<file path="config.mk">
export PLATFORM = sky130hd
export DESIGN_NAME = biquad_chain_ctrl_flat
export DESIGN_NICKNAME = d
export VERILOG_FILES = /design/src/rtl/biquad_chain_ctrl_pkg.sv /design/src/rtl/biquad_chain_ctrl_if.sv /design/src/rtl/biquad_chain_ctrl_coef_bank.sv /design/src/rtl/biquad_chain_ctrl.sv /design/src/flat_wrapper.sv
export SDC_FILE = /design/constraint.sdc
export NUM_CORES = 1
export LEC_CHECK = 0
export CAP_MARGIN = 25
export CORE_UTILIZATION = 49
export CTS_BUF_LIST = sky130_fd_sc_hd__clkbuf_2
export DETAILED_ROUTE_END_ITERATION = 12
export PLACE_DENSITY = 0.82
export SLEW_MARGIN = 10
export SYNTH_ARGS = -nofsm -noshare
export SYNTH_HDL_FRONTEND = slang
export SYNTH_SLANG_ARGS = --single-unit
</file>
<file path="constraint.sdc">
create_clock -name clk -period 20.9 [get_ports clk]
set_input_delay 4.18 -clock clk [delete_from_list [all_inputs] [get_ports clk]]
set_output_delay 4.18 -clock clk [all_outputs]
set_load 0.005 [all_outputs]
</file>
<file path="src/rtl/biquad_chain_ctrl_pkg.sv">
// Shared types and constants for the biquad cascade sequencer and its coefficient bank.
package biquad_ctrl_pkg;

  typedef enum logic [1:0] {
    IDLE  = 2'd0,
    ISSUE = 2'd1,
    WAIT  = 2'd2,
    EMIT  = 2'd3
  } ctrl_state_t;

  localparam int IDX_B0          = 0;
  localparam int IDX_B1          = 1;
  localparam int IDX_B2          = 2;
  localparam int IDX_A1          = 3;
  localparam int IDX_A2          = 4;
  localparam int COEFS_PER_STAGE = 5;

  localparam logic [3:0] BYPASS_ADDR = 4'd15;

endpackage

</file>
<file path="src/rtl/biquad_chain_ctrl_if.sv">
// Bus between the sequencer and the biquad filter instances.
interface biquad_chain_ctrl_if #(
  parameter int NUM_STAGES = 3
);
  // Strobe-only handshake, no ready: flt_valid[k] is a one-cycle request that
  // stage k consume flt_sample; stage k later answers with a one-cycle
  // flt_ovalid[k] while flt_out slice k carries its result.
  logic [NUM_STAGES-1:0]    flt_valid;
  logic [15:0]              flt_sample;
  logic [NUM_STAGES-1:0]    flt_ovalid;
  logic [16*NUM_STAGES-1:0] flt_out;
  logic [80*NUM_STAGES-1:0] flt_coef;

  modport master (
    output flt_valid, flt_sample, flt_coef,
    input  flt_ovalid, flt_out
  );

  modport slave (
    input  flt_valid, flt_sample, flt_coef,
    output flt_ovalid, flt_out
  );

endinterface

</file>
<file path="src/rtl/biquad_chain_ctrl_coef_bank.sv">
// Double-buffered coefficient and bypass storage: host writes go to the shadow
// bank, which is copied to the active bank only when the controller allows it.
module biquad_coef_bank
  import biquad_ctrl_pkg::*;
#(
  parameter int NUM_STAGES = 3
) (
  input  logic                      clk,
  input  logic                      reset,
  input  logic                      cfg_we,
  input  logic [3:0]                cfg_addr,
  input  logic [15:0]               cfg_data,
  input  logic                      cfg_commit,
  input  logic                      commit_ok,
  output logic [80*NUM_STAGES-1:0]  coef,
  output logic [NUM_STAGES-1:0]     bypass_next
);

  localparam int NC = NUM_STAGES * COEFS_PER_STAGE;

  logic [15:0]           shadow_q [NC];
  logic [15:0]           shadow_d [NC];
  logic [15:0]           active_q [NC];
  logic [NUM_STAGES-1:0] byp_shadow_q, byp_shadow_d, byp_active_q;
  logic                  pending_q;
  logic                  copy;

  // A commit strobe arriving in a safe cycle is honoured immediately, so a
  // sample accepted in the same IDLE cycle already sees the new bank.
  assign copy = commit_ok && (pending_q || cfg_commit);

  always_comb begin
    shadow_d     = shadow_q;
    byp_shadow_d = byp_shadow_q;
    if (cfg_we) begin
      if (cfg_addr == BYPASS_ADDR) begin
        byp_shadow_d = cfg_data[NUM_STAGES-1:0];
      end else if (int'(cfg_addr) < NC) begin
        shadow_d[cfg_addr] = cfg_data;
      end
    end
  end

  always_ff @(posedge clk or posedge reset) begin
    if (reset) begin
      for (int j = 0; j < NC; j++) begin
        shadow_q[j] <= '0;
        active_q[j] <= '0;
      end
      byp_shadow_q <= '1;
      byp_active_q <= '1;
      pending_q    <= 1'b0;
    end else begin
      shadow_q     <= shadow_d;
      byp_shadow_q <= byp_shadow_d;
      if (copy) begin
        active_q     <= shadow_d;
        byp_active_q <= byp_shadow_d;
        pending_q    <= 1'b0;
      end else if (cfg_commit) begin
        pending_q <= 1'b1;
      end
    end
  end

  assign bypass_next = copy ? byp_shadow_d : byp_active_q;

  always_comb begin
    coef = '0;
    for (int j = 0; j < NC; j++) begin
      coef[16*j +: 16] = active_q[j];
    end
  end

endmodule

</file>
<file path="src/rtl/biquad_chain_ctrl.sv">
// Sequencer for a cascade of time-multiplexed biquad stages: issues each sample
// to every enabled stage in order, forwards results, and emits the chain output.
module biquad_chain_ctrl
  import biquad_ctrl_pkg::*;
#(
  parameter int NUM_STAGES = 3,
  parameter int TIMEOUT    = 15
) (
  input  logic                clk,
  input  logic                reset,
  input  logic                sample_valid,
  input  logic [15:0]         sample_in,
  output logic                out_valid,
  output logic [15:0]         sample_out,
  input  logic                cfg_we,
  input  logic [3:0]          cfg_addr,
  input  logic [15:0]         cfg_data,
  input  logic                cfg_commit,
  output logic                busy,
  output logic                overrun,
  output logic                fault,
  input  logic                clear_flags,
  biquad_chain_ctrl_if.master flt,
  output ctrl_state_t         dbg_state
);

  localparam int CW = $clog2(TIMEOUT + 1);

  ctrl_state_t           state_q, state_d;
  logic [1:0]            stg_q, stg_d;
  logic [15:0]           cur_q, cur_d;
  logic [CW-1:0]         cnt_q, cnt_d;
  logic                  fault_set;
  logic [NUM_STAGES-1:0] bypass_next;
  logic [1:0]            first_stg, next_stg;
  logic                  has_first, has_next;

  biquad_coef_bank #(.NUM_STAGES(NUM_STAGES)) u_bank (
    .clk         (clk),
    .reset       (reset),
    .cfg_we      (cfg_we),
    .cfg_addr    (cfg_addr),
    .cfg_data    (cfg_data),
    .cfg_commit  (cfg_commit),
    .commit_ok   ((state_q == IDLE) || (state_q == EMIT)),
    .coef        (flt.flt_coef),
    .bypass_next (bypass_next)
  );

  // Descending scan so the lowest qualifying stage index wins.
  always_comb begin
    first_stg = '0;
    next_stg  = '0;
    has_first = 1'b0;
    has_next  = 1'b0;
    for (int i = NUM_STAGES - 1; i >= 0; i--) begin
      if (!bypass_next[i]) begin
        first_stg = 2'(i);
        has_first = 1'b1;
        if (i > int'(stg_q)) begin
          next_stg = 2'(i);
          has_next = 1'b1;
        end
      end
    end
  end

  always_comb begin
    state_d   = state_q;
    stg_d     = stg_q;
    cur_d     = cur_q;
    cnt_d     = cnt_q;
    fault_set = 1'b0;
    case (state_q)
      IDLE: begin
        if (sample_valid) begin
          cur_d = sample_in;
          if (has_first) begin
            stg_d   = first_stg;
            state_d = ISSUE;
          end else begin
            state_d = EMIT;
          end
        end
      end
      ISSUE: begin
        cnt_d   = '0;
        state_d = WAIT;
      end
      WAIT: begin
        if (flt.flt_ovalid[stg_q]) begin
          cur_d = flt.flt_out[16*stg_q +: 16];
          if (has_next) begin
            stg_d   = next_stg;
            state_d = ISSUE;
          end else begin
            state_d = EMIT;
          end
        end else if (cnt_q == CW'(TIMEOUT - 1)) begin
          fault_set = 1'b1;
          state_d   = IDLE;
        end else begin
          cnt_d = cnt_q + CW'(1);
        end
      end
      EMIT: state_d = IDLE;
      default: state_d = IDLE;
    endcase
  end

  always_ff @(posedge clk or posedge reset) begin
    if (reset) begin
      state_q    <= IDLE;
      stg_q      <= '0;
      cur_q      <= '0;
      cnt_q      <= '0;
      out_valid  <= 1'b0;
      sample_out <= '0;
      overrun    <= 1'b0;
      fault      <= 1'b0;
    end else begin
      state_q   <= state_d;
      stg_q     <= stg_d;
      cur_q     <= cur_d;
      cnt_q     <= cnt_d;
      out_valid <= (state_d == EMIT);
      if (state_d == EMIT) sample_out <= cur_d;
      if (clear_flags)                              overrun <= 1'b0;
      else if (sample_valid && (state_q != IDLE))   overrun <= 1'b1;
      if (clear_flags)                              fault <= 1'b0;
      else if (fault_set)                           fault <= 1'b1;
    end
  end

  always_comb begin
    flt.flt_valid = '0;
    if (state_q == ISSUE) flt.flt_valid[stg_q] = 1'b1;
  end

  assign flt.flt_sample = cur_q;
  assign busy           = (state_q != IDLE);
  assign dbg_state      = state_q;

endmodule

</file>
<file path="src/flat_wrapper.sv">
// flat-port wrapper written by rule: the top's interface ports become plain ports
module biquad_chain_ctrl_flat import biquad_ctrl_pkg::*;
#(
  parameter int NUM_STAGES = 3,
  parameter int TIMEOUT    = 15
)
  (clk, reset, sample_valid, sample_in, out_valid, sample_out, cfg_we, cfg_addr, cfg_data, cfg_commit, busy, overrun, fault, clear_flags, dbg_state, flt_flt_valid, flt_flt_sample, flt_flt_coef, flt_flt_ovalid, flt_flt_out);
  biquad_chain_ctrl_if #(.NUM_STAGES(NUM_STAGES)) flt_i ();
  input  logic clk;
  input  logic reset;
  input  logic sample_valid;
  input  logic [15:0] sample_in;
  output logic out_valid;
  output logic [15:0] sample_out;
  input  logic cfg_we;
  input  logic [3:0] cfg_addr;
  input  logic [15:0] cfg_data;
  input  logic cfg_commit;
  output logic busy;
  output logic overrun;
  output logic fault;
  input  logic clear_flags;
  output ctrl_state_t dbg_state;
  output wire logic [$bits(flt_i.flt_valid)-1:0] flt_flt_valid;
  output wire logic [$bits(flt_i.flt_sample)-1:0] flt_flt_sample;
  output wire logic [$bits(flt_i.flt_coef)-1:0] flt_flt_coef;
  input wire logic [$bits(flt_i.flt_ovalid)-1:0] flt_flt_ovalid;
  input wire logic [$bits(flt_i.flt_out)-1:0] flt_flt_out;
  assign flt_flt_valid = flt_i.flt_valid;
  assign flt_flt_sample = flt_i.flt_sample;
  assign flt_flt_coef = flt_i.flt_coef;
  assign flt_i.flt_ovalid = flt_flt_ovalid;
  assign flt_i.flt_out = flt_flt_out;
  biquad_chain_ctrl #(.NUM_STAGES(NUM_STAGES), .TIMEOUT(TIMEOUT)) u_core (.clk(clk), .reset(reset), .sample_valid(sample_valid), .sample_in(sample_in), .out_valid(out_valid), .sample_out(sample_out), .cfg_we(cfg_we), .cfg_addr(cfg_addr), .cfg_data(cfg_data), .cfg_commit(cfg_commit), .busy(busy), .overrun(overrun), .fault(fault), .clear_flags(clear_flags), .flt(flt_i), .dbg_state(dbg_state));
endmodule
</file>
==> results of run 1 <==
==> cells in the final DEF, fill, tap and decap left out, types with 18 or more instances in the layout <==
cell type	count
sky130_fd_sc_hd__clkinv_1	22
sky130_fd_sc_hd__nand2_1	742
sky130_fd_sc_hd__nor2_1	32
sky130_fd_sc_hd__dfrtp_1	524
sky130_fd_sc_hd__o21ai_0	21
sky130_fd_sc_hd__buf_4	18
sky130_fd_sc_hd__clkbuf_2	192
sky130_fd_sc_hd__mux2i_1	18
sky130_fd_sc_hd__mux2_2	247
sky130_fd_sc_hd__clkdlybuf4s50_1	373
sky130_fd_sc_hd__a21oi_1	18
==> kinds of logic (layout without fill, tap and decap cells) <==
group / after synthesis / after routing / synth area share
AOI/OAI and AO/OA: 81 / 81 / 0.0291
DFF: 530 / 530 / 0.642
buffers and inverters: 114 / 637 / 0.0234
other: 0 / 2 / 0
and+or+nand+nor: 811 / 811 / 0.153
adders and majority gates: 5 / 5 / 0.00303
muxes: 274 / 274 / 0.150
==> critical path, cell delays in order (launching register included) <==
cell and delay (ns):
sky130_fd_sc_hd__dfrtp_1 0.33, sky130_fd_sc_hd__buf_4 0.30, sky130_fd_sc_hd__nor2b_2 0.81, sky130_fd_sc_hd__and2_1 0.23
sky130_fd_sc_hd__clkdlybuf4s50_1 0.53
==> registers in the layout, summed over array words and instances, names as in the netlist <==
signal	count
u_core.u_bank.coef	240
u_core.u_bank.shadow_q	240
u_core.flt.flt_sample	16
u_core.sample_out	16
u_core.cnt_q	4
u_core.u_bank.byp_active_q	3
u_core.u_bank.byp_shadow_q	3
u_core.dbg_state	2
u_core.stg_q	2
u_core.fault	1
u_core.out_valid	1
u_core.overrun	1
u_core.u_bank.pending_q	1
==> synthesized netlist by cell type (6+ instances only) <==
library cell and instances:
sky130_fd_sc_hd__mux2_4 9, sky130_fd_sc_hd__nand3_1 6, sky130_fd_sc_hd__buf_2 13, sky130_fd_sc_hd__clkbuf_1 82, sky130_fd_sc_hd__mux2i_1 18, sky130_fd_sc_hd__a21oi_1 18
sky130_fd_sc_hd__a22oi_1 16, sky130_fd_sc_hd__mux2_2 247, sky130_fd_sc_hd__dfstp_2 6, sky130_fd_sc_hd__dfrtp_1 524, sky130_fd_sc_hd__inv_1 9, sky130_fd_sc_hd__nand2_1 742
sky130_fd_sc_hd__o21ai_0 21, sky130_fd_sc_hd__nor2_1 37
==> power groups by stage <==
stage | registers [W] | logic [W] | clock network [W]
after floorplan | 0.00156 | 0.000810 | 0
after global placement | 0.00159 | 0.00146 | 0
after detailed placement | 0.00160 | 0.00152 | 0
after CTS | 0.00159 | 0.00153 | 0.000718
after global routing | 0.00162 | 0.00167 | 0.000772
final | 0.00159 | 0.00153 | 0.000696
==> worst paths after layout <==
path                                         start                          end  slack [ns]  depth (start not counted)
min in group asynchronous                    reset  u_core.u_bank.shadow_q[106]        3.68                          2
setup / recovery                   u_core.stg_q[0]             flt_flt_valid[1]       13.50                          4
hold / removal             u_core.u_bank.coef[133]      u_core.u_bank.coef[133]        0.48                          2
max in group asynchronous                    reset     u_core.flt.flt_sample[1]       14.80                          4
setup reg to reg               u_core.dbg_state[0]        u_core.sample_out[10]       17.08                          8
hold reg to reg            u_core.u_bank.coef[133]      u_core.u_bank.coef[133]        0.48                          2
==> per-layer routing <==
layer / track usage / wire [µm]
met1: 0.332 / 23100
met2: 0.420 / 27300
met3: 0.0567 / 3230
met4: 0.122 / 1720
met5: 0 / 9
==> per-stage QoR <==
| stage | setup slack [ns] | utilization | total power (W) |
|---|---|---|---|
| 6_report | 13.50 | 0.636 | 0.00382 |
| 5_1_grt | 13.26 | 0.636 | 0.00407 |
| 4_1_cts | 13.38 | 0.632 | 0.00383 |
| 3_5_place_dp | 13.37 | 0.603 | 0.00312 |
| 3_3_place_gp | 13.46 | 0.603 | 0.00305 |
| 2_1_floorplan | 1.92 | - | 0.00237 |
==> cell type report <==
cell class              count  area [µm²]
flip-flops and latches    530       13300
clock inverters            37         250
clock buffers             192         961
inverters                   9        41.3
multi-input cells        1171        6950
fillers                  3121       15000
well taps                 532         666
diodes                      2        5.00
repair buffers            399        4040
==> report_table.html, run 1 <==
<table>
<tr><th>Metric</th><th>Value</th></tr>
<tr><th colspan="2">Outcome</th></tr>
<tr><td>Run status</td><td>completed</td></tr>
<tr><th colspan="2">Route</th></tr>
<tr><td>Overall via count from detail_route</td><td>15079</td></tr>
<tr><td>Starting DRT DRC Count</td><td>1000</td></tr>
<tr><td>Via density per instance</td><td>5.25</td></tr>
<tr><td>Remaining antenna violation count</td><td>0</td></tr>
<tr><td>Post-DR wirelength/cell</td><td>19.3 µm</td></tr>
<tr><td>Detailed-route wire length</td><td>55.4 mm</td></tr>
<tr><td>Length of the first detailed-routing pass in iterations</td><td>7</td></tr>
<tr><td>Remaining routing DRC violations</td><td>0</td></tr>
<tr><th colspan="2">CTS</th></tr>
<tr><td>Number of H-tree levels</td><td>4</td></tr>
<tr><td>Deepest clock path buffer count</td><td>3</td></tr>
<tr><td>Clock latency on the worst-skew pair</td><td>1.05 ns</td></tr>
<tr><td>Post-CTS setup buffer count</td><td>0</td></tr>
<tr><td>Hold-fix buffers at CTS</td><td>0</td></tr>
<tr><td>Clk Tree Root Cell</td><td>sky130_fd_sc_hd__clkbuf_2</td></tr>
<tr><td>CTS buffer count</td><td>135</td></tr>
<tr><td>Clock slew seen by the registers of the worst setup and hold paths</td><td>0.09 ns</td></tr>
<tr><td>TritonCTS clock tree</td><td>built</td></tr>
<tr><td>CTS Sinks</td><td>530</td></tr>
<tr><td>Number of cells upsized or downsized after cts</td><td>0</td></tr>
<tr><th colspan="2">Critical path</th></tr>
<tr><td>Worst path required time</td><td>16.72 ns</td></tr>
<tr><td>CP Launch Type</td><td>register</td></tr>
<tr><td>Arrival time at the worst endpoint</td><td>3.22 ns</td></tr>
<tr><td>Critical path fanouts, max</td><td>26</td></tr>
<tr><td>Critical path start-end classification</td><td>register to primary output</td></tr>
<tr><td>Element type at the critical path end</td><td>primary output</td></tr>
<tr><th colspan="2">Die</th></tr>
<tr><td>Die outline area</td><td>43000 µm²</td></tr>
<tr><td>Height of the die</td><td>207 µm</td></tr>
<tr><td>Initial cell density of the core</td><td>0.502</td></tr>
<tr><td>Core Region</td><td>41200 µm²</td></tr>
<tr><td>X dimension of the die</td><td>207 µm</td></tr>
<tr><td>Number of primary I/O pins</td><td>374</td></tr>
<tr><td>Number of placement rows</td><td>74</td></tr>
<tr><th colspan="2">Yosys</th></tr>
<tr><td>Mean cell area of the mapped netlist</td><td>11.4 µm²</td></tr>
<tr><td>Ranking of synthesized cells by area</td><td>sky130_fd_sc_hd__dfrtp_1, sky130_fd_sc_hd__nand2_1, sky130_fd_sc_hd__mux2_2, sky130_fd_sc_hd__clkbuf_1, sky130_fd_sc_hd__mux2i_1</td></tr>
<tr><td>Async SR Flop Fraction</td><td>1.00</td></tr>
<tr><td>Distinct cell type count after synthesis</td><td>51</td></tr>
<tr><td>Number of enable-type register cells in the synthesized netlist</td><td>0</td></tr>
<tr><td>Number of warnings printed during yosys synthesis</td><td>0</td></tr>
<tr><td>Cell accounting for the most synthesized area</td><td>sky130_fd_sc_hd__dfrtp_1</td></tr>
<tr><td>Dominant register cell in the synthesized netlist</td><td>sky130_fd_sc_hd__dfrtp_1</td></tr>
<tr><td>Number of standard cells after synthesis</td><td>1815</td></tr>
<tr><td>Total of flip-flops plus latches after synthesis</td><td>530</td></tr>
<tr><td>Post-Synthesis Cell Area</td><td>20700 µm²</td></tr>
<tr><td>Register area share after synthesis</td><td>0.642</td></tr>
<tr><td>Net count of the mapped netlist</td><td>1913</td></tr>
<tr><td>Share of the synthesized area in the top cell type</td><td>0.634</td></tr>
<tr><th colspan="2">Placement</th></tr>
<tr><td>Instance count after placement with tap cells included</td><td>2635</td></tr>
<tr><td>Post-place instance area</td><td>24800 µm²</td></tr>
<tr><td>Sum of net half-perimeters after detailed placement</td><td>34.4 mm</td></tr>
<tr><td>GPL Wtd Cong</td><td>0.814</td></tr>
<tr><td>Port bufs</td><td>373</td></tr>
<tr><th colspan="2">Timing</th></tr>
<tr><td>Final period utilization</td><td>0.354</td></tr>
<tr><td>Largest clock skew in the final design</td><td>0.0913 ns</td></tr>
<tr><td>Number of hold violations in the final report</td><td>0</td></tr>
<tr><td>Time the worst path needs with I/O delays and setup</td><td>7.40 ns</td></tr>
<tr><td>Final setup violation count</td><td>0</td></tr>
<tr><td>Post-route worst hold slack</td><td>0.481 ns</td></tr>
<tr><td>Maximum achievable frequency</td><td>0.135 GHz</td></tr>
<tr><td>Setup tns final</td><td>0 ns</td></tr>
<tr><td>Headroom to the max-slew limit</td><td>0.00148</td></tr>
<tr><td>Setup repair after global routing missed its margin</td><td>false</td></tr>
<tr><td>Worst-Margin Slew</td><td>1.50 ns</td></tr>
<tr><td>Final max-slew violation count</td><td>0</td></tr>
<tr><th colspan="2">Layout</th></tr>
<tr><td>Share of post-route cells with drive strength above 1</td><td>0.221</td></tr>
<tr><td>Final cell count without fillers</td><td>2872</td></tr>
<tr><td>Final design area excluding fillers</td><td>26200 µm²</td></tr>
<tr><td>Post-layout nets</td><td>2344</td></tr>
<tr><td>Syn-to-layout area delta</td><td>26.7%</td></tr>
<tr><th colspan="2">Power and ir drop</th></tr>
<tr><td>Power per cell area</td><td>146 nW/µm²</td></tr>
<tr><td>Net switching power</td><td>0.00141 W</td></tr>
<tr><td>Switching share of power</td><td>0.368</td></tr>
<tr><td>VDD IR max</td><td>0.000173 V</td></tr>
<tr><td>Share of total power in sequential cells</td><td>0.416</td></tr>
<tr><td>Combinational cell fraction of total power</td><td>0.402</td></tr>
<tr><td>Clock network fraction of total power</td><td>0.182</td></tr>
<tr><td>Internal power</td><td>0.00241 W</td></tr>
<tr><td>Pleak</td><td>12.7 nW</td></tr>
<tr><th colspan="2">GRT</th></tr>
<tr><td>Pin count of the biggest net entering global routing</td><td>243</td></tr>
<tr><td>Number of antenna violations at the first check in global routing</td><td>3</td></tr>
<tr><td>Global-route wire length before repair</td><td>86.2 mm</td></tr>
<tr><td>Total grt overflow</td><td>0</td></tr>
<tr><td>Vias in the first global route</td><td>15907</td></tr>
<tr><td>Total Routing Usage GR</td><td>0.259</td></tr>
<tr><th colspan="2">Flow run</th></tr>
<tr><td>Max_cap viols</td><td>0</td></tr>
<tr><th colspan="2">Hold path</th></tr>
<tr><td>Class of the most critical hold timing path</td><td>register to register</td></tr>
</table>
Note: power is estimated with default switching activity, not from simulation.
==> run 2: changes to the inputs <==
Settings changed: PLACE_DENSITY 0.82 to 0.85.
Clock period 20.9 ns to 6.3 ns, I/O delays scaled along.
==> report_table.html, run 2 (synthesis gave the netlist of run 1 again) <==
<table>
<tr><th>Metric</th><th>Value</th></tr>
<tr><th colspan="2">Placement</th></tr>
<tr><td>Post-place setup slack</td><td>1.98 ns (was 13.37 ns)</td></tr>
<tr><td>Port bufs</td><td>373 (unchanged)</td></tr>
<tr><td>GPL Wtd Cong</td><td>0.851 (was 0.814)</td></tr>
<tr><td>Sum of net half-perimeters after detailed placement</td><td>35.2 mm (was 34.4 mm)</td></tr>
<tr><th colspan="2">Route</th></tr>
<tr><td>Post-DR wirelength/cell</td><td>19.4 µm (was 19.3 µm)</td></tr>
<tr><td>Remaining routing DRC violations</td><td>0 (unchanged)</td></tr>
<tr><td>Overall via count from detail_route</td><td>15034 (was 15079)</td></tr>
<tr><td>Via density per instance</td><td>5.25 (about the same)</td></tr>
<tr><td>Starting DRT DRC Count</td><td>1093 (was 1000)</td></tr>
<tr><td>Length of the first detailed-routing pass in iterations</td><td>5 (was 7)</td></tr>
<tr><td>Remaining antenna violation count</td><td>0 (unchanged)</td></tr>
<tr><td>Detailed-route wire length</td><td>55.6 mm (was 55.4 mm)</td></tr>
<tr><th colspan="2">GRT</th></tr>
<tr><td>Pin count of the biggest net entering global routing</td><td>214 (was 243)</td></tr>
<tr><td>Number of antenna violations at the first check in global routing</td><td>4 (was 3)</td></tr>
<tr><td>Total Routing Usage GR</td><td>0.262 (was 0.259)</td></tr>
<tr><td>Vias in the first global route</td><td>15905 (was 15907)</td></tr>
<tr><td>Total grt overflow</td><td>0 (unchanged)</td></tr>
<tr><td>Global-route wire length before repair</td><td>87.1 mm (was 86.2 mm)</td></tr>
<tr><th colspan="2">Die</th></tr>
<tr><td>Core Region</td><td>41200 µm² (unchanged)</td></tr>
<tr><td>Number of placement rows</td><td>74 (unchanged)</td></tr>
<tr><td>X dimension of the die</td><td>207 µm (unchanged)</td></tr>
<tr><td>Height of the die</td><td>207 µm (unchanged)</td></tr>
<tr><td>Initial cell density of the core</td><td>0.502 (unchanged)</td></tr>
<tr><td>Die outline area</td><td>43000 µm² (unchanged)</td></tr>
<tr><td>Number of primary I/O pins</td><td>374 (unchanged)</td></tr>
<tr><th colspan="2">Timing</th></tr>
<tr><td>Maximum achievable frequency</td><td>0.232 GHz</td></tr>
<tr><td>Post-route worst hold slack</td><td>0.480 ns (was 0.481 ns)</td></tr>
<tr><td>Worst-Margin Slew</td><td>1.26 ns (was 1.50 ns)</td></tr>
<tr><td>Time the worst path needs with I/O delays and setup</td><td>4.31 ns</td></tr>
<tr><td>Largest clock skew in the final design</td><td>0.108 ns (was 0.0913 ns)</td></tr>
<tr><td>Number of hold violations in the final report</td><td>0 (unchanged)</td></tr>
<tr><td>Setup ws final</td><td>1.99 ns (was 13.50 ns)</td></tr>
<tr><td>Final setup violation count</td><td>0 (unchanged)</td></tr>
<tr><td>Setup repair after global routing missed its margin</td><td>false (unchanged)</td></tr>
<tr><td>Headroom to the max-slew limit</td><td>0.160 (was 0.00148)</td></tr>
<tr><td>Final max-slew violation count</td><td>0 (unchanged)</td></tr>
<tr><td>Final period utilization</td><td>0.685</td></tr>
<tr><th colspan="2">Power and ir drop</th></tr>
<tr><td>Pleak</td><td>12.7 nW (about the same)</td></tr>
<tr><td>Clock network fraction of total power</td><td>0.180 (was 0.182)</td></tr>
<tr><td>Internal power</td><td>0.00796 W (was 0.00241 W)</td></tr>
<tr><td>Net switching power</td><td>0.00466 W (was 0.00141 W)</td></tr>
<tr><td>Combinational cell fraction of total power</td><td>0.404 (was 0.402)</td></tr>
<tr><td>VDD IR max</td><td>0.000498 V (was 0.000173 V)</td></tr>
<tr><td>Power per cell area</td><td>482 nW/µm² (was 146 nW/µm²)</td></tr>
<tr><td>Switching share of power</td><td>0.369 (was 0.368)</td></tr>
<tr><td>Share of total power in sequential cells</td><td>0.416 (about the same)</td></tr>
<tr><th colspan="2">Layout</th></tr>
<tr><td>Share of post-route cells with drive strength above 1</td><td>0.219 (was 0.221)</td></tr>
<tr><td>Post-layout nets</td><td>2343 (was 2344)</td></tr>
<tr><td>Most frequent cells in the layout</td><td>sky130_fd_sc_hd__nand2_1, sky130_fd_sc_hd__dfrtp_1, sky130_fd_sc_hd__clkdlybuf4s50_1 (unchanged)</td></tr>
<tr><td>Most common library cell in the layout ignoring fill and taps</td><td>sky130_fd_sc_hd__nand2_1 (unchanged)</td></tr>
<tr><td>Syn-to-layout area delta</td><td>26.6% (was 26.7%)</td></tr>
<tr><th colspan="2">Outcome</th></tr>
<tr><td>Run status</td><td>completed (unchanged)</td></tr>
<tr><th colspan="2">CTS</th></tr>
<tr><td>Clk Tree Root Cell</td><td>sky130_fd_sc_hd__clkbuf_2 (unchanged)</td></tr>
<tr><td>Post-CTS setup buffer count</td><td>0 (unchanged)</td></tr>
<tr><td>Number of H-tree levels</td><td>4 (unchanged)</td></tr>
<tr><td>Clock slew seen by the registers of the worst setup and hold paths</td><td>0.10 ns (was 0.09 ns)</td></tr>
<tr><td>Hold-fix buffers at CTS</td><td>0 (unchanged)</td></tr>
<tr><td>CTS buffer count</td><td>130 (was 135)</td></tr>
<tr><td>TritonCTS clock tree</td><td>built (unchanged)</td></tr>
<tr><td>Clock latency on the worst-skew pair</td><td>1.13 ns (was 1.05 ns)</td></tr>
<tr><td>Number of cells upsized or downsized after cts</td><td>0 (unchanged)</td></tr>
<tr><td>Deepest clock path buffer count</td><td>3 (unchanged)</td></tr>
<tr><td>CTS Sinks</td><td>530 (unchanged)</td></tr>
<tr><th colspan="2">Critical path</th></tr>
<tr><td>Critical path start-end classification</td><td>register to primary output (unchanged)</td></tr>
<tr><td>Worst path required time</td><td>5.04 ns (was 16.72 ns)</td></tr>
<tr><td>CP Launch Type</td><td>register (unchanged)</td></tr>
<tr><td>Critical path fanouts, max</td><td>26 (unchanged)</td></tr>
<tr><td>Arrival time at the worst endpoint</td><td>3.05 ns (was 3.22 ns)</td></tr>
<tr><td>Element type at the critical path end</td><td>primary output (unchanged)</td></tr>
<tr><th colspan="2">Hold path</th></tr>
<tr><td>Class of the most critical hold timing path</td><td>register to register (unchanged)</td></tr>
<tr><th colspan="2">Flow run</th></tr>
<tr><td>Max_cap viols</td><td>0 (unchanged)</td></tr>
</table>
run 2: cell type report:
cell class | count | area (µm²)
repair buffers | 403 | 4070
inverters | 9 | 37.5
fillers | 3111 | 15000
flip-flops and latches | 530 | 13300
clock inverters | 35 | 255
multi-input cells | 1171 | 6950
diodes | 4 | 10.0
clock buffers | 182 | 911
well taps | 532 | 666
run 2: through the flow:
stage                util  cell area, µm²  cells  setup TNS, ns  total power [W]
floorplan               -           20700   1815       -1132.29          0.00787
global placement    0.603           24800   2635              0           0.0101
detailed placement  0.604           24900   2638              0           0.0104
CTS                 0.632           26000   2855              0           0.0127
global route        0.635           26200   2864              0           0.0134
finish              0.635           26200   2866              0           0.0126
run 2: worst max-delay path, stage by stage, from the launching register on:
cell,delay [ns]
sky130_fd_sc_hd__dfrtp_1,0.34
sky130_fd_sc_hd__buf_4,0.30
sky130_fd_sc_hd__nor2b_1,0.43
sky130_fd_sc_hd__buf_4,0.29
sky130_fd_sc_hd__and2_1,0.16
sky130_fd_sc_hd__clkdlybuf4s50_1,0.50
run 2: final timing paths:
path                                          from                     endpoint  slack (ns)  cells after the start
min in group asynchronous                    reset  u_core.u_bank.shadow_q[226]        0.54                      2
hold reg to reg            u_core.u_bank.coef[186]      u_core.u_bank.coef[186]        0.48                      2
max in group asynchronous                    reset         u_core.sample_out[1]        4.36                      3
setup / recovery                   u_core.stg_q[0]             flt_flt_valid[1]        1.99                      5
setup reg to reg               u_core.dbg_state[0]         u_core.sample_out[9]        2.71                      8
hold / removal             u_core.u_bank.coef[186]      u_core.u_bank.coef[186]        0.48                      2
run 2: power by group through the flow:
stage	logic [W]	clock network, W	registers [W]
3_5_place_dp	0.00506	0	0.00530
5_1_grt	0.00557	0.00252	0.00536
6_report	0.00509	0.00227	0.00525
2_1_floorplan	0.00269	0	0.00518
4_1_cts	0.00508	0.00234	0.00524
3_3_place_gp	0.00484	0	0.00525
run 2: layer usage:
| metal | GRT usage | wire [µm] | share of wire |
|---|---|---|---|
| met1 | 0.341 | 23400 | 0.42 |
| met2 | 0.427 | 27400 | 0.49 |
| met3 | 0.0592 | 3470 | 0.062 |
| met4 | 0.108 | 1280 | 0.023 |
| met5 | 0 | 0 | 0 |
==> run 3: changes to the inputs <==
Clock period 6.3 ns to 3.5 ns, I/O delays scaled along.
==> report_table.html, run 3 (synthesis gave the netlist of run 1 again) <==
<table>
<tr><th>Metric</th><th>Value</th></tr>
<tr><th colspan="2">Outcome</th></tr>
<tr><td>Run status</td><td>completed (unchanged)</td></tr>
<tr><th colspan="2">Power and ir drop</th></tr>
<tr><td>Pleak</td><td>13.0 nW (was 12.7 nW)</td></tr>
<tr><td>Share of total power in sequential cells</td><td>0.415 (was 0.416)</td></tr>
<tr><td>Combinational cell fraction of total power</td><td>0.403 (was 0.404)</td></tr>
<tr><td>Internal power</td><td>0.0144 W (was 0.00796 W)</td></tr>
<tr><td>Power per cell area</td><td>866 nW/µm² (was 482 nW/µm²)</td></tr>
<tr><td>VDD IR max</td><td>0.000886 V (was 0.000498 V)</td></tr>
<tr><td>Net switching power</td><td>0.00853 W (was 0.00466 W)</td></tr>
<tr><td>Switching share of power</td><td>0.371 (was 0.369)</td></tr>
<tr><td>Clock network fraction of total power</td><td>0.183 (was 0.180)</td></tr>
<tr><th colspan="2">Flow run</th></tr>
<tr><td>Max_cap viols</td><td>0 (unchanged)</td></tr>
<tr><th colspan="2">CTS</th></tr>
<tr><td>Clock latency on the worst-skew pair</td><td>1.09 ns (was 1.13 ns)</td></tr>
<tr><td>Clk Tree Root Cell</td><td>sky130_fd_sc_hd__clkbuf_2 (unchanged)</td></tr>
<tr><td>Number of H-tree levels</td><td>4 (unchanged)</td></tr>
<tr><td>Clock slew seen by the registers of the worst setup and hold paths</td><td>0.11 ns (was 0.10 ns)</td></tr>
<tr><td>TritonCTS clock tree</td><td>built (unchanged)</td></tr>
<tr><td>CTS Sinks</td><td>530 (unchanged)</td></tr>
<tr><td>CTS buffer count</td><td>134 (was 130)</td></tr>
<tr><td>Deepest clock path buffer count</td><td>3 (unchanged)</td></tr>
<tr><th colspan="2">Die</th></tr>
<tr><td>Die outline area</td><td>43000 µm² (unchanged)</td></tr>
<tr><td>Height of the die</td><td>207 µm (unchanged)</td></tr>
<tr><td>Core Region</td><td>41200 µm² (unchanged)</td></tr>
<tr><td>X dimension of the die</td><td>207 µm (unchanged)</td></tr>
<tr><td>Initial cell density of the core</td><td>0.502 (unchanged)</td></tr>
<tr><td>Number of primary I/O pins</td><td>374 (unchanged)</td></tr>
<tr><td>Number of placement rows</td><td>74 (unchanged)</td></tr>
<tr><th colspan="2">Hold path</th></tr>
<tr><td>Hold path endpoint</td><td>u_core.fault (was u_core.u_bank.coef[186])</td></tr>
<tr><td>Hold Path Origin</td><td>clear_flags (was u_core.u_bank.coef[186])</td></tr>
<tr><td>Class of the most critical hold timing path</td><td>input port to register (was register to register)</td></tr>
<tr><td>Cell count of the worst hold path</td><td>2 (unchanged)</td></tr>
<tr><th colspan="2">Critical path</th></tr>
<tr><td>Startpoint of the lowest-slack register-to-register path</td><td>u_core.dbg_state[0] (unchanged)</td></tr>
<tr><td>Worst path required time</td><td>2.80 ns (was 5.04 ns)</td></tr>
<tr><td>Critical path fanouts, max</td><td>5 (was 26)</td></tr>
<tr><td>Capture point of the worst reg-to-reg path</td><td>u_core.sample_out[7] (was u_core.sample_out[9])</td></tr>
<tr><td>Arrival time at the worst endpoint</td><td>2.63 ns (was 3.05 ns)</td></tr>
<tr><td>Worst Reg-to-Reg Cells</td><td>10 (was 8)</td></tr>
<tr><td>Element type at the critical path end</td><td>primary output (unchanged)</td></tr>
<tr><td>CP Launch Type</td><td>register (unchanged)</td></tr>
<tr><td>Reg2Reg Setup Slack</td><td>0.42 ns (was 2.71 ns)</td></tr>
<tr><td>Critical path start-end classification</td><td>register to primary output (unchanged)</td></tr>
<tr><th colspan="2">GRT</th></tr>
<tr><td>Total grt overflow</td><td>0 (unchanged)</td></tr>
<tr><td>Total Routing Usage GR</td><td>0.272 (was 0.262)</td></tr>
<tr><td>Pin count of the biggest net entering global routing</td><td>201 (was 214)</td></tr>
<tr><td>Number of antenna violations at the first check in global routing</td><td>1 (was 4)</td></tr>
<tr><td>Vias in the first global route</td><td>16280 (was 15905)</td></tr>
<tr><td>Global-route wire length before repair</td><td>90.2 mm (was 87.1 mm)</td></tr>
<tr><th colspan="2">Placement</th></tr>
<tr><td>GPL Wtd Cong</td><td>0.869 (was 0.851)</td></tr>
<tr><td>Sum of net half-perimeters after detailed placement</td><td>37.5 mm (was 35.2 mm)</td></tr>
<tr><td>Port bufs</td><td>373 (unchanged)</td></tr>
<tr><th colspan="2">Timing</th></tr>
<tr><td>Final setup violation count</td><td>0 (unchanged)</td></tr>
<tr><td>Largest clock skew in the final design</td><td>0.0791 ns (was 0.108 ns)</td></tr>
<tr><td>Number of hold violations in the final report</td><td>0 (unchanged)</td></tr>
<tr><td>Final max-slew violation count</td><td>0 (unchanged)</td></tr>
<tr><td>Setup tns final</td><td>0 ns (unchanged)</td></tr>
<tr><td>Maximum achievable frequency</td><td>0.300 GHz</td></tr>
<tr><td>Worst-Margin Slew</td><td>1.23 ns (was 1.26 ns)</td></tr>
<tr><td>Headroom to the max-slew limit</td><td>0.183 (was 0.160)</td></tr>
<tr><td>Final period utilization</td><td>0.952</td></tr>
<tr><td>Time the worst path needs with I/O delays and setup</td><td>3.33 ns</td></tr>
<tr><th colspan="2">Route</th></tr>
<tr><td>Detailed-route wire length</td><td>58.1 mm (was 55.6 mm)</td></tr>
<tr><td>Overall via count from detail_route</td><td>15545 (was 15034)</td></tr>
<tr><td>Remaining antenna violation count</td><td>0 (unchanged)</td></tr>
<tr><td>Remaining routing DRC violations</td><td>0 (unchanged)</td></tr>
<tr><td>Starting DRT DRC Count</td><td>1163 (was 1093)</td></tr>
<tr><td>Via density per instance</td><td>5.33 (was 5.25)</td></tr>
<tr><td>Post-DR wirelength/cell</td><td>19.9 µm (was 19.4 µm)</td></tr>
<tr><td>Length of the first detailed-routing pass in iterations</td><td>5 (unchanged)</td></tr>
<tr><th colspan="2">Layout</th></tr>
<tr><td>Area of the multi-input gates</td><td>6950 µm² (unchanged)</td></tr>
<tr><td>Syn-to-layout area delta</td><td>28.2% (was 26.6%)</td></tr>
<tr><td>Utilization after layout</td><td>0.643 (was 0.635)</td></tr>
<tr><td>Most frequent cells in the layout</td><td>sky130_fd_sc_hd__nand2_1, sky130_fd_sc_hd__dfrtp_1, sky130_fd_sc_hd__clkdlybuf4s50_1 (unchanged)</td></tr>
<tr><td>Post-layout nets</td><td>2378 (was 2343)</td></tr>
<tr><td>Share of post-route cells with drive strength above 1</td><td>0.231 (was 0.219)</td></tr>
<tr><td>Register area</td><td>13300 µm² (about the same)</td></tr>
<tr><td>Most common library cell in the layout ignoring fill and taps</td><td>sky130_fd_sc_hd__nand2_1 (unchanged)</td></tr>
<tr><td>Fill cell total of the finished layout</td><td>3078 (was 3111)</td></tr>
</table>
-- run 3: timing repair --
action,in CTS,in global routing
buffers inserted,2,0
pin swaps,0,0
endpoints found under the setup margin,1,2
hold buffers,1,0
hold endpoints to repair,15,0
gates resized for setup,2,2
-- run 3: metrics by stage --
| step | instance area (µm²) | power [W] | setup slack (ns) | instances | hold WS, ns |
|---|---|---|---|---|---|
| 2_1_floorplan | 20700 | 0.0142 | -4.40 | 1815 | 0.454 |
| 3_3_place_gp | 25200 | 0.0183 | 0.309 | 2672 | 0.457 |
| 3_5_place_dp | 25200 | 0.0188 | 0.255 | 2673 | 0.462 |
| 4_1_cts | 26500 | 0.0231 | 0.0215 | 2915 | 0.105 |
| 5_1_grt | 26500 | 0.0244 | -0.000276 | 2916 | 0.130 |
| 6_report | 26500 | 0.0230 | 0.169 | 2916 | 0.235 |
-- run 3: power groups by stage --
stage / registers, W / clock network [W] / logic, W
3_3_place_gp: 0.00952 / 0 / 0.00877
4_1_cts: 0.00951 / 0.00431 / 0.00928
6_report: 0.00952 / 0.00419 / 0.00925
3_5_place_dp: 0.00959 / 0 / 0.00920
5_1_grt: 0.00971 / 0.00462 / 0.0101
2_1_floorplan: 0.00933 / 0 / 0.00484
-- run 3: worst max-delay path by stage --
stage / slack, ns / end / from
2_1_floorplan: -4.40 / u_core.cnt_q[0] / reset
3_3_place_gp: 0.31 / u_core.sample_out[13] / cfg_commit
3_5_place_dp: 0.26 / u_core.sample_out[13] / cfg_commit
4_1_cts: 0.02 / flt_flt_valid[1] / u_core.stg_q[0]
5_1_grt: -0.0003 / flt_flt_valid[2] / u_core.dbg_state[1]
6_report: 0.17 / flt_flt_valid[2] / u_core.dbg_state[1]
-- run 3: critical path, cell delays in order (launching register included) --
cell                              delay (ns)
sky130_fd_sc_hd__dfrtp_1                0.45
sky130_fd_sc_hd__inv_1                  0.13
sky130_fd_sc_hd__ha_1                   0.21
sky130_fd_sc_hd__nand2_1                0.08
sky130_fd_sc_hd__nor2_1                 0.18
sky130_fd_sc_hd__clkdlybuf4s50_1        0.54
-- run 3: area by class of cell --
type	count	share of cell area
Clock buffer	188	0.0355
Inverter	9	0.00142
Clock inverter	51	0.0112
Tap cell	532	0.0251
Multi-Input combinational cell	1171	0.262
Timing Repair Buffer	434	0.164
Sequential cell	530	0.501
Antenna cell	1	0.0000944
-- run 3: per-layer routing --
| layer | part of all wire | global-route usage | vias up | routed length, µm |
|---|---|---|---|---|
| met3 | 0.065 | 0.0638 | 131 | 3780 |
| met4 | 0.034 | 0.130 | 0 | 1950 |
| met5 | 0 | 0 | - | 0 |
| met1 | 0.40 | 0.338 | 7864 | 23300 |
| li1 | - | - | 6887 | - |
| met2 | 0.50 | 0.451 | 663 | 29000 |
==> variant, RTL diff (settings of run 1) <==
`NUM_STAGES` is set to 3 in 4 places; all go to 6.
--- a/src/rtl/biquad_chain_ctrl_if.sv
+++ b/src/rtl/biquad_chain_ctrl_if.sv
@@ -1,6 +1,6 @@
 // Bus between the sequencer and the biquad filter instances.
 interface biquad_chain_ctrl_if #(
-  parameter int NUM_STAGES = 3
+  parameter int NUM_STAGES = 6
 );
   // Strobe-only handshake, no ready: flt_valid[k] is a one-cycle request that
   // stage k consume flt_sample; stage k later answers with a one-cycle
--- a/src/rtl/biquad_chain_ctrl_coef_bank.sv
+++ b/src/rtl/biquad_chain_ctrl_coef_bank.sv
@@ -3,7 +3,7 @@
 module biquad_coef_bank
   import biquad_ctrl_pkg::*;
 #(
-  parameter int NUM_STAGES = 3
+  parameter int NUM_STAGES = 6
 ) (
   input  logic                      clk,
   input  logic                      reset,
--- a/src/rtl/biquad_chain_ctrl.sv
+++ b/src/rtl/biquad_chain_ctrl.sv
@@ -3,7 +3,7 @@
 module biquad_chain_ctrl
   import biquad_ctrl_pkg::*;
 #(
-  parameter int NUM_STAGES = 3,
+  parameter int NUM_STAGES = 6,
   parameter int TIMEOUT    = 15
 ) (
   input  logic                clk,
--- a/src/flat_wrapper.sv
+++ b/src/flat_wrapper.sv
@@ -1,7 +1,7 @@
 // flat-port wrapper written by rule: the top's interface ports become plain ports
 module biquad_chain_ctrl_flat import biquad_ctrl_pkg::*;
 #(
-  parameter int NUM_STAGES = 3,
+  parameter int NUM_STAGES = 6,
   parameter int TIMEOUT    = 15
 )
   (clk, reset, sample_valid, sample_in, out_valid, sample_out, cfg_we, cfg_addr, cfg_data, cfg_commit, busy, overrun, fault, clear_flags, dbg_state, flt_flt_valid, flt_flt_sample, flt_flt_coef, flt_flt_ovalid, flt_flt_out);
Ports: changed (resized flt_flt_coef, flt_flt_out, flt_flt_ovalid and flt_flt_valid); port bits go from 374 to 668. No check against the original RTL was run, so the function may have changed too.
==> variant against run 1 <==
  * Sequential power is 3% higher
  * Wire length rose by 22%
  * Synthesized cell count rose by 19%
  * Synthesized area rose by 15%
  * Setup slack gained 220 ps
  * Power up 6.4%
  * Clock power is 11% higher
  * First-iteration DRC count is 13% higher
  * Sequential cell count increased by 38
  * Clock skew fell by 35 ps
  * Global-route usage increased by 1.4 points
  * Final area grew 11%
  * Non-clock buffer count is 50 higher
==> variant: results (changes against run 1) <==
| Metric | Value |
|---|---|
| Maximum vdd drop | `0.0814 mV (was 0.173 mV)` |
| CTS Buffer Depth | `3 (unchanged)` |
| HPWL after DPL | `43.9 mm (was 34.4 mm)` |
| Worst-margin pin slew | `1050 ps (was 1500 ps)` |
| GR Util All Layers | `27.2% (was 25.9%)` |
| GP Congestion | `0.882 (was 0.814)` |
| Synth Area in XOR/XNOR | `0% (unchanged)` |
| Yosys warning count | `0 (unchanged)` |
| First-pass GRT wire length | `100 mm (was 86.2 mm)` |
| Sw frac | `37.5% (was 36.8%)` |
| Placed cells | `3095 (was 2635)` |
| Largest net degree at the start of global routing | `137 (was 243)` |
| Post-synthesis compound-gate area fraction | `2.27% (was 2.91%)` |
| Top cells by area, synth | `dfrtp_1 58%, nand2_1 13%, mux2_2 12% (was dfrtp_1 63%, nand2_1 13%, mux2_2 13%)` |
| Worst endpoint data arrival time | `3000 ps (was 3220 ps)` |
| Post-CTS Setup Inserts | `0 (unchanged)` |
| Root Driver | `clkbuf_2 (unchanged)` |
| Post-route insts no fill | `3343 (was 2872)` |
| Post-synthesis cell type count | `56 (was 51)` |
| Synth Instances | `2163 (was 1815)` |
| DR pass1 iterations | `7 (unchanged)` |
| Synth Area in Adders | `0.263% (was 0.303%)` |
| Dpl ws | `12830 ps (was 13370 ps)` |
| Status | `finished, final reports clean (unchanged)` |
| H-tree Lvls | `4 (unchanged)` |
| Hold Crit Class | `reg2reg (unchanged)` |
| Worst-path clk slew | `around 100 ps` |
| Ys flop type | `dfrtp_1 (unchanged)` |
| # fillers | `3789 (was 3121)` |
| Most frequent cells after synthesis | `825 x nand2_1, 556 x dfrtp_1, 249 x mux2_2, 227 x buf_4, 110 x clkbuf_1 (was 742 x nand2_1, 524 x dfrtp_1, 247 x mux2_2, 82 x clkbuf_1, 37 x nor2_1)` |
| Fraction of synthesized area in multiplexers | `14.0% (was 15.0%)` |
| Initial DRC Count | `1134 (was 1000)` |
| CTS buffer count | `141 (was 135)` |
| Pleak | `14.5 nW (was 12.7 nW)` |
| Initial antenna violation count | `9 (was 3)` |
| Nets | `2778 (was 2344)` |
| Final wirelength | `67.4 mm (was 55.4 mm)` |
| Fraction of layout cells with a size suffix above 1 | `20.9% (was 22.1%)` |
| PostCTS Resize Cnt | `0 (unchanged)` |
| I/O Buffers | `407 (was 373)` |
| Worst-Skew Late Latency | `1260 ps (was 1050 ps)` |
| Async S/R FF share, synth | `100% (unchanged)` |
| Seq/Total Area, Yosys | `59.8% (was 64.2%)` |
| Total number of vias | `16900 (was 15100)` |
| Worst-path fanout max | `5 (was 26)` |
| Skew final | `55.9 ps (was 91.3 ps)` |
## variant: changes by cell type after synthesis, moves of 14 or more
cell,run 1,this run
nand2_1,742,825
a22oi_1,16,2
mux2i_1,18,1
dfrtp_1,524,556
buf_4,2,227
a32oi_1,0,15
clkbuf_1,82,110
nor2_1,37,22
mux4_2,0,17
## variant: layer usage
layer  wire [µm]  track usage [%]
met1       26100             32.5
met2       33600             44.5
met3        5040             8.79
met4        2660             13.5
met5          22                0
## variant: power by group through the flow
stage / clock network (mW) / registers, mW / logic (mW)
floorplan: 0 / 1.64 / 0.870
global placement: 0 / 1.64 / 1.57
detailed placement: 0 / 1.66 / 1.63
CTS: 0.794 / 1.64 / 1.64
global route: 0.849 / 1.67 / 1.79
finish: 0.774 / 1.64 / 1.65
## variant: layout make-up
cell class / count / area [µm²] / share of cell area, %
well taps: 615 / 769 / 2.65
clock inverters: 31 / 282 / 0.968
repair buffers: 449 / 4520 / 15.5
inverters: 14 / 60.1 / 0.206
diodes: 5 / 12.5 / 0.0430
flip-flops and latches: 568 / 14200 / 48.9
clock buffers: 206 / 1030 / 3.54
multi-input cells: 1455 / 8190 / 28.1
## variant: final timing paths
kind,cells after the start,from,endpoint,slack [ps]
setup reg to reg,10,u_core.dbg_state[0],u_core.sample_out[15],16960
hold / removal,0,u_core.u_bank.shadow_q[237],u_core.u_bank.shadow_q[237],380
max in group asynchronous,7,reset,u_core.u_bank.shadow_q[365],14760
hold reg to reg,0,u_core.u_bank.shadow_q[237],u_core.u_bank.shadow_q[237],380
min in group asynchronous,2,reset,u_core.flt.flt_sample[15],3530
setup / recovery,4,u_core.dbg_state[1],flt_flt_valid[0],13720
## variant: cell families after synthesis
logic type                 count (synthesis)
AOI/OAI and AO/OA                         69
adders and majority gates                  5
buffers and inverters                    365
DFF                                      568
muxes                                    276
other                                      1
and+or+nand+nor                          879
## variant: worst max-delay path, cell delays in order, from the launching register on
cell             delay, ps
dfrtp_1                470
inv_1                  110
ha_1                   410
nor3b_1                230
clkdlybuf4s50_1        540
## variant: through the flow
step / utilization (%) / cell area [µm²]
after floorplan: - / 24600
after global placement: 57.6 / 27600
after detailed placement: 57.7 / 27600
after CTS: 60.5 / 28900
after global routing: 60.8 / 29100
final: 60.8 / 29100
